===== config.mk =====
export PLATFORM = sky130hd
export DESIGN_NAME = seq_detect_ctrl
export DESIGN_NICKNAME = d
export VERILOG_FILES = /design/src/rtl/seq_detect_ctrl.sv
export SDC_FILE = /design/constraint.sdc
export NUM_CORES = 1
export LEC_CHECK = 0
export CAP_MARGIN = 40
export CORE_MARGIN = 8
export CORE_UTILIZATION = 62
export DETAILED_ROUTE_END_ITERATION = 10
export DONT_BUFFER_PORTS = 1
export GPL_ROUTABILITY_DRIVEN = 0
export PLACE_DENSITY = 0.82
export SETUP_SLACK_MARGIN = 0.5
export SLEW_MARGIN = 10
export SYNTH_ARGS = -nofsm -noshare
export SYNTH_HDL_FRONTEND = slang
export SYNTH_SLANG_ARGS = --single-unit

===== constraint.sdc =====
create_clock -name i_clk -period 3.33 [get_ports i_clk]
set_clock_uncertainty 0.2 [all_clocks]
set_input_delay 0.666 -clock i_clk [delete_from_list [all_inputs] [get_ports i_clk]]
set_output_delay 0.666 -clock i_clk [all_outputs]
set_load 0.02 [all_outputs]

===== src/rtl/seq_detect_ctrl.sv =====
// ---------------------------------------------------------------------------------------------
// seq_detect_ctrl
//
// Purpose:
//   Watches a serial bit stream for runs of consecutive 1s. A run of detection is started with
//   i_start, samples i_x once per cycle while busy, and ends either after a programmed number
//   of samples (normal completion, o_done pulse) or when i_abort is raised (no o_done pulse).
//   o_hit is high while the current run of 1s has reached the captured threshold, and
//   o_hit_count counts how many distinct runs of 1s reached the threshold.
//
// Configuration:
//   SEQ_DETECT_CTRL_COUNT_EN - when defined, the hit counter is built. When undefined,
//                              o_hit_count is tied to 0 and no counter register exists.
//
// Parameters:
//   CW           - width of i_window and o_hit_count.
//
// Ports:
//   i_clk        - clock, all state updates on the rising edge.
//   i_rst        - asynchronous active-high reset.
//   i_start      - request a detection run (only honoured while idle).
//   i_abort      - terminate a run in progress without a done pulse.
//   i_x          - serial bit stream, sampled once per running cycle.
//   i_thresh     - required count of consecutive 1s, captured at start (0 acts as 1).
//   i_window     - run length in samples, captured at start (0 = run until abort).
//   o_busy       - high while a run is in progress.
//   o_hit        - high while the current run of 1s is at least the threshold.
//   o_done       - single-cycle pulse on normal run completion.
//   o_hit_count  - number of runs of 1s that reached the threshold in the last/current run.
// ---------------------------------------------------------------------------------------------
module seq_detect_ctrl #(
    parameter int unsigned CW = 8
) (
    input  logic          i_clk,
    input  logic          i_rst,
    input  logic          i_start,
    input  logic          i_abort,
    input  logic          i_x,
    input  logic [3:0]    i_thresh,
    input  logic [CW-1:0] i_window,
    output logic          o_busy,
    output logic          o_hit,
    output logic          o_done,
    output logic [CW-1:0] o_hit_count
);

    typedef enum logic [1:0] {
        StIdle,
        StRun,
        StDone
    } state_e;

    state_e        r_state;
    state_e        w_state_d;

    logic [3:0]    r_run_len;
    logic [3:0]    w_run_len_d;
    logic [3:0]    r_thr;
    logic [3:0]    w_thr_d;
    logic [CW-1:0] r_cyc_cnt;
    logic [CW-1:0] w_cyc_cnt_d;
    logic [CW-1:0] r_win;
    logic [CW-1:0] w_win_d;

    logic          r_busy;
    logic          r_hit;
    logic          r_done;
    logic          w_busy_d;
    logic          w_hit_d;
    logic          w_done_d;

    logic [3:0]    w_run_len_inc;
    logic [CW-1:0] w_cyc_inc;
    logic          w_win_end;
    logic          w_accept;

    // Run length saturates at 15 so a long run of 1s never wraps back below the threshold.
    assign w_run_len_inc = (r_run_len == 4'd15) ? 4'd15 : (r_run_len + 4'd1);
    assign w_cyc_inc     = r_cyc_cnt + CW'(1);
    // A zero window means unbounded: the sample counter is allowed to wrap freely.
    assign w_win_end     = (r_win != '0) && (w_cyc_inc == r_win);
    assign w_accept      = (r_state == StIdle) && i_start;

    // -----------------------------------------------------------------------------------------
    // State register
    // -----------------------------------------------------------------------------------------
    always_ff @(posedge i_clk or posedge i_rst) begin
        if (i_rst) begin
            r_state   <= StIdle;
            r_run_len <= 4'd0;
            r_thr     <= 4'd0;
            r_cyc_cnt <= '0;
            r_win     <= '0;
            r_busy    <= 1'b0;
            r_hit     <= 1'b0;
            r_done    <= 1'b0;
        end else begin
            r_state   <= w_state_d;
            r_run_len <= w_run_len_d;
            r_thr     <= w_thr_d;
            r_cyc_cnt <= w_cyc_cnt_d;
            r_win     <= w_win_d;
            r_busy    <= w_busy_d;
            r_hit     <= w_hit_d;
            r_done    <= w_done_d;
        end
    end

    // -----------------------------------------------------------------------------------------
    // Next-state logic
    // -----------------------------------------------------------------------------------------
    always_comb begin
        w_state_d   = r_state;
        w_run_len_d = r_run_len;
        w_thr_d     = r_thr;
        w_cyc_cnt_d = r_cyc_cnt;
        w_win_d     = r_win;

        unique case (r_state)
            StIdle: begin
                if (i_start) begin
                    w_state_d   = StRun;
                    // A threshold of zero would make hit permanently true; treat it as one.
                    w_thr_d     = (i_thresh == 4'd0) ? 4'd1 : i_thresh;
                    w_win_d     = i_window;
                    w_run_len_d = 4'd0;
                    w_cyc_cnt_d = '0;
                end
            end
            StRun: begin
                // Abort wins over window completion on the same edge.
                if (i_abort) begin
                    w_state_d = StIdle;
                end else begin
                    w_run_len_d = i_x ? w_run_len_inc : 4'd0;
                    w_cyc_cnt_d = w_cyc_inc;
                    if (w_win_end) begin
                        w_state_d = StDone;
                    end
                end
            end
            StDone: begin
                w_state_d = StIdle;
            end
            default: begin
                w_state_d = StIdle;
            end
        endcase
    end

    // -----------------------------------------------------------------------------------------
    // Output logic: computed from the next state so every output is a plain register.
    // -----------------------------------------------------------------------------------------
    always_comb begin
        w_busy_d = (w_state_d == StRun);
        w_hit_d  = (w_state_d == StRun) && (w_run_len_d >= w_thr_d);
        w_done_d = (w_state_d == StDone);
    end

    assign o_busy = r_busy;
    assign o_hit  = r_hit;
    assign o_done = r_done;

`ifdef SEQ_DETECT_CTRL_COUNT_EN
    logic [CW-1:0] r_hit_count;
    logic [CW-1:0] w_hit_count_d;
    logic          w_cross;

    // Counts only the edge where the run length steps from thr-1 to thr, so one long run of
    // 1s is counted once. An aborting edge does not update the run, so it cannot count.
    assign w_cross = (r_state == StRun) && !i_abort && i_x && (r_run_len == (r_thr - 4'd1));

    always_comb begin
        w_hit_count_d = r_hit_count;
        if (w_accept) begin
            w_hit_count_d = '0;
        end else if (w_cross && (r_hit_count != '1)) begin
            w_hit_count_d = r_hit_count + CW'(1);
        end
    end

    always_ff @(posedge i_clk or posedge i_rst) begin
        if (i_rst) begin
            r_hit_count <= '0;
        end else begin
            r_hit_count <= w_hit_count_d;
        end
    end

    assign o_hit_count = r_hit_count;
`else
    // Counter not built; the start-accept term is only needed by the counter.
    logic w_unused;
    assign w_unused    = w_accept;
    assign o_hit_count = '0;
`endif

endmodule

# ---- Yosys cells after proc, flatten, opt, wreduce, memory -nomap -nowiden
# Cells that the tools add are included.
dict set report op_classes {
  addsub 2
  n_mux 15
  eq_ne 7
  n_lt_le_gt_ge 1
  reduce_logical 8
}
# cell n
set ops {}
lappend ops {{$mux W4} 7}
lappend ops {{$mux W8} 2}
lappend ops {{$pmux W8 S2} 1}
lappend ops {{$add A8 B1 Y8 const B} 1}
lappend ops {{$eq A8 B8 Y1} 1}
lappend ops {{$pmux W4 S2} 1}
lappend ops {{$reduce_bool A8 Y1} 1}
lappend ops {{$mux W2} 3}
lappend ops {{$add A4 B1 Y4 const B} 1}
lappend ops {{$eq A2 B1 Y1 const B} 2}
lappend ops {{$eq A4 B4 Y1 const B} 1}
lappend ops {{$ge A4 B4 Y1} 1}
lappend ops {{$logic_not A4 Y1} 1}
lappend ops {{$ne A2 B2 Y1 const B} 2}
lappend ops {{$pmux W2 S2} 1}
lappend ops {{$reduce_and A3 Y1} 1}
lappend ops {{$eq A2 B2 Y1 const B} 1}
lappend ops {{$logic_and A1 B1 Y1} 2}
lappend ops {{$logic_not A2 Y1} 1}
lappend ops {{$reduce_and A2 Y1} 1}
lappend ops {{$reduce_bool A2 Y1} 1}
dict set report totals {
  inputBits 17
  output_inout_bits 11
  elab_cells 41
  reg_bits 29
}

# ---- Longest topological paths before layout
dict set report logic_depth {
  word_depth 8
  ltp_mapped 12
  ltp_nobuf 12
}

# ---- Worst setup path before layout
# Ideal clock, no wire load.
dict set report synth_timing {
  path_kind {input to register}
  startpoint {input i_abort}
  endpoint {register r_hit, in the netlist o_hit}
  n_path_buf 2
  path_slack_ns 0.531
  arrival_time_ns 2.458
  cell_stages 12
  path_cell_list {buf_2 -> or3b_2 -> clkbuf_1 -> nand2_1 -> a21oi_1 -> inv_1 -> ha_1 -> nand2b_1 -> a21o_1 -> a21o_1 -> a21oi_1 -> a311oi_1}
}
dict set report synth_between {
  elab_chain_len 4
  word_cells_on_any_way 7
  classes_between {order compare (1); eq/ne (1); mux (4); reduce/logical (1)}
}
# element line
set synth_lines {}
lappend synth_lines {{start, declared} 37} ;# input logic i_abort,
lappend synth_lines {{$mux W4} 132} ;# if (i_abort) begin
lappend synth_lines {{$pmux W4 S2} 119} ;# unique case (r_state)
lappend synth_lines {{via w_run_len_d[0]} 57} ;# logic [3:0] w_run_len_d;
lappend synth_lines {{$ge A4 B4 Y1} 156} ;# w_hit_d = (w_state_d == StRun) && (w_run_len_d >= w_thr_d);
lappend synth_lines {{$logic_and A1 B1 Y1} 156}
lappend synth_lines {{via w_hit_d} 69} ;# logic w_hit_d;
lappend synth_lines {{end signal, assigned} 104} ;# r_hit <= w_hit_d;
lappend synth_lines {{end, declared} 66} ;# logic r_hit;
# The timed path passes the listed nets, and every way through them passes these cells.
# A chain may end at the register's enable or synchronous reset.

# ---- Final worst setup path
dict set report layout_timing {
  startpoint {register r_state[1]}
  endpoint {register r_hit, in the netlist o_hit}
}
dict set report layout_between {
  word_cells_on_any_way 11
  classes_between {order compare (1); eq/ne (2); mux (6); reduce/logical (2)}
}
# element line
set layout_rtl {}
lappend layout_rtl {{start, declared} 53} ;# state_e r_state;
lappend layout_rtl {{start signal, assigned} 89} ;# r_state <= StIdle;
lappend layout_rtl {{start signal, assigned} 98} ;# r_state <= w_state_d;
lappend layout_rtl {{$eq A2 B1 Y1 or $logic_not A2 Y1 (tied branches)} 119}
lappend layout_rtl {{$pmux W4 S2 *} 119}
lappend layout_rtl {{via w_run_len_d[0]} 57}
lappend layout_rtl {{$ge A4 B4 Y1 *} 156}
lappend layout_rtl {{$logic_and A1 B1 Y1 *} 156}
lappend layout_rtl {{via w_hit_d} 69}
# Mark *: on every way through the listed nets, which the timed path passes. The rest lies on a longest branch.

==> flow_metrics.tcl <==
set metrics [dict create \
    antenna_found_initial 0 \
    top_usage_layer "met2" \
    viasPerCell 6.21 \
    layout-drive-gt1-share_pct 14.4 \
    ff2ff_setup_slack_ps 680 \
    clk_latency_ps 320 \
    synth_ff_type "dfrtp_1" \
    vias 1311 \
    slew_violations 0 \
    critPathCaptureType "flop" \
    avgSynthCellArea_um2 9.71 \
    peakVddDrop_mv 0.433 \
    worstMarginPinSlew_ps 671 \
    grtUsageMet3_pct 5.01 \
    hpwl_um 2760 \
    grt_usage_pct 16.9 \
    switching_share_pct 31.3 \
    r2r-end "o_hit" \
    gr-total-overflow 0 \
    dieArea_um2 4750 \
    grt_max_degree 18 \
    switchingPower_w 0.000320 \
    slew-limit-headroom_pct 55.1 \
    ff2ff_path_depth 10 \
    crit_buf_inv 1 \
    met1_usage_pct 22.5 \
    fillers 224 \
    grt_pass1_vias 1269 \
    synthArstFlopShare_pct 100 \
    drt_iter0_drc 75 \
    max_freq_ghz 0.378 \
    grt.met2_usage_pct 25.2 \
    grt_pass1_wl_um 6000 \
    ios 28 \
    cp_max_fo 9 \
    cts_setup_buffers 0 \
    startpoint_type "flop" \
    portBuffers 0 \
    cap_viol_max_count 0 \
    core_area_um2 2710 \
    period_needed_ps 2650 \
    cts_tree "built" \
    h-tree-depth 2 \
    max_stage_delay_ps 610 \
    p_seq_share_pct 46.3 \
    layout.nets 202 \
    ys_seq_area_share_pct 41.8 \
    crit_start "r_state[1]" \
    setup_viol 0 \
    power_frac_comb_pct 24.7 \
    firstDrtPassIters 4 \
    rows 19 \
    diodes 0 \
    clock_sink_count 29 \
    critical_path_arrival_ps 2600 \
    cts_buffers 5 \
    wl_um 3620 \
    die_y_um 68.9 \
    ctsLongestPathBuffers 2 \
    layout_common_cells "28 x dfrtp_1, 19 x nand2_1, 14 x o21ai_0" \
    cpMaxStageDelayCell "or3b_2" \
    synth_edf_count 0 \
    rsz0062_at_grt "no" \
    netlist_area_um2 1740 \
    crit_type "flop to flop" \
    final_common_cell "dfrtp_1" \
    power.density_nw_per_um2 559 \
    die_x_um 68.9 \
    r2r_start "r_state[1]" \
    p_leak_nw 0.803 \
    path_delay_family "simple AND/OR/NAND/NOR gates" \
    hold_path.class "input pin to async pin" \
    setup_tns_ps 0 \
    synth.distinct_cells 44 \
    cp_data_required_time_ps 3290 \
    finalHoldViolations 0 \
    syn_to_final_growth_pct 5.04 \
    synth_cells 179 \
    yosysWarningCount 0 \
    ant_nets 0 \
    intPower_w 0.000701 \
    cp_cell_sequence "or3b_2, nand2_1, a21oi_1, inv_1, ha_1, nand2b_1, a21o_1, a21o_1, a21oi_1, a311oi_1" \
    drc 0 \
    cts_root_buffer "clkbuf_4" \
    wl_per_cell_um 17.2 \
    holdWs_ps 68.8 \
    clk_pin_slew_ps 90 \
    ctsHoldBuffers 0 \
    clkPwrFrac_pct 28.9 \
    fin_crit_sh_pct 79.5 \
    outcome "completed" \
    start_util_pct 64.1 \
    ys_ff_latch 29 \
]
==> timing repair <==
| action | CTS | global route |
|---|---|---|
| hold endpoints to repair | 0 | 0 |
| resized for setup | 0 | 2 |
| setup endpoints to repair | 0 | 1 |
==> state kept, by name, summed over array words and instances, names as in the netlist <==
register,count
o_hit,1
r_win,8
r_thr,4
r_run_len,4
r_state,2
o_busy,1
r_cyc_cnt,8
o_done,1
==> Yosys cell counts (5+ instances only) <==
cell | n | area, µm²
a21oi_1 | 8 | 40.0
buf_2 | 5 | 25.0
buf_4 | 9 | 67.6
dfrtp_1 | 29 | 726
ha_1 | 6 | 75.1
inv_1 | 6 | 22.5
mux2_2 | 8 | 90.1
nand2_1 | 19 | 71.3
nand3_1 | 7 | 35.0
nor2_1 | 10 | 37.5
o21ai_0 | 14 | 70.1
==> per-stage QoR <==
| stage | instances | instance area (µm²) | setup slack (ps) | utilization [%] | power [W] |
|---|---|---|---|---|---|
| after floorplan | 186 | 1760 | 531 | - | 0.000679 |
| after global placement | 202 | 1710 | 636 | 63.1 | 0.000708 |
| after detailed placement | 203 | 1740 | 548 | 64.1 | 0.000729 |
| after CTS | 211 | 1820 | 538 | 67.3 | 0.00103 |
| after global routing | 211 | 1830 | 541 | 67.4 | 0.00108 |
| final | 211 | 1830 | 683 | 67.4 | 0.00102 |
==> how the worst max path moves through the flow <==
stage | endpoint | slack, ps | cells past startpoint
6_report | o_hit | 680 | 10
4_1_cts | o_hit | 540 | 10
5_1_grt | o_hit | 540 | 10
2_1_floorplan | o_hit | 530 | 12
3_3_place_gp | o_hit | 640 | 10
3_5_place_dp | o_hit | 550 | 10
==> per-layer routing <==
metal	wire (µm)	share of wire (%)
met4	65	1.8
met1	1540	42
met2	1680	46
met3	333	9.2
met5	0	0
==> power by group through the flow <==
stage               Clock (W)  Sequential, W  Combinational, W
floorplan                   0       0.000455          0.000224
global placement            0       0.000474          0.000234
detailed placement          0       0.000479          0.000250
CTS                  0.000302       0.000472          0.000251
global route         0.000320       0.000482          0.000282
finish               0.000295       0.000473          0.000253
==> logic make-up (layout without fill, tap and decap cells) <==
family / after synthesis / count (layout) / synth area share, %
compound gates: 41 / 41 / 15.7
xor+xnor: 9 / 9 / 4.97
fa+ha+maj: 6 / 6 / 4.32
buf+inv: 22 / 16 / 7.05
flops: 29 / 29 / 41.8
mux: 11 / 11 / 6.91
other cells: 1 / 8 / 0.216
simple gates: 60 / 60 / 19.1
==> layout make-up <==
type / instances / area (µm²) / area share (%)
clock buffers: 7 / 55.1 / 3.02
multi-input cells: 135 / 917 / 50.2
repair buffers: 2 / 35.0 / 1.92
inverters: 6 / 22.5 / 1.23
clock inverters: 1 / 30.0 / 1.64
well taps: 31 / 38.8 / 2.12
flip-flops and latches: 29 / 727 / 39.8
(Power assumes the default switching activity.)
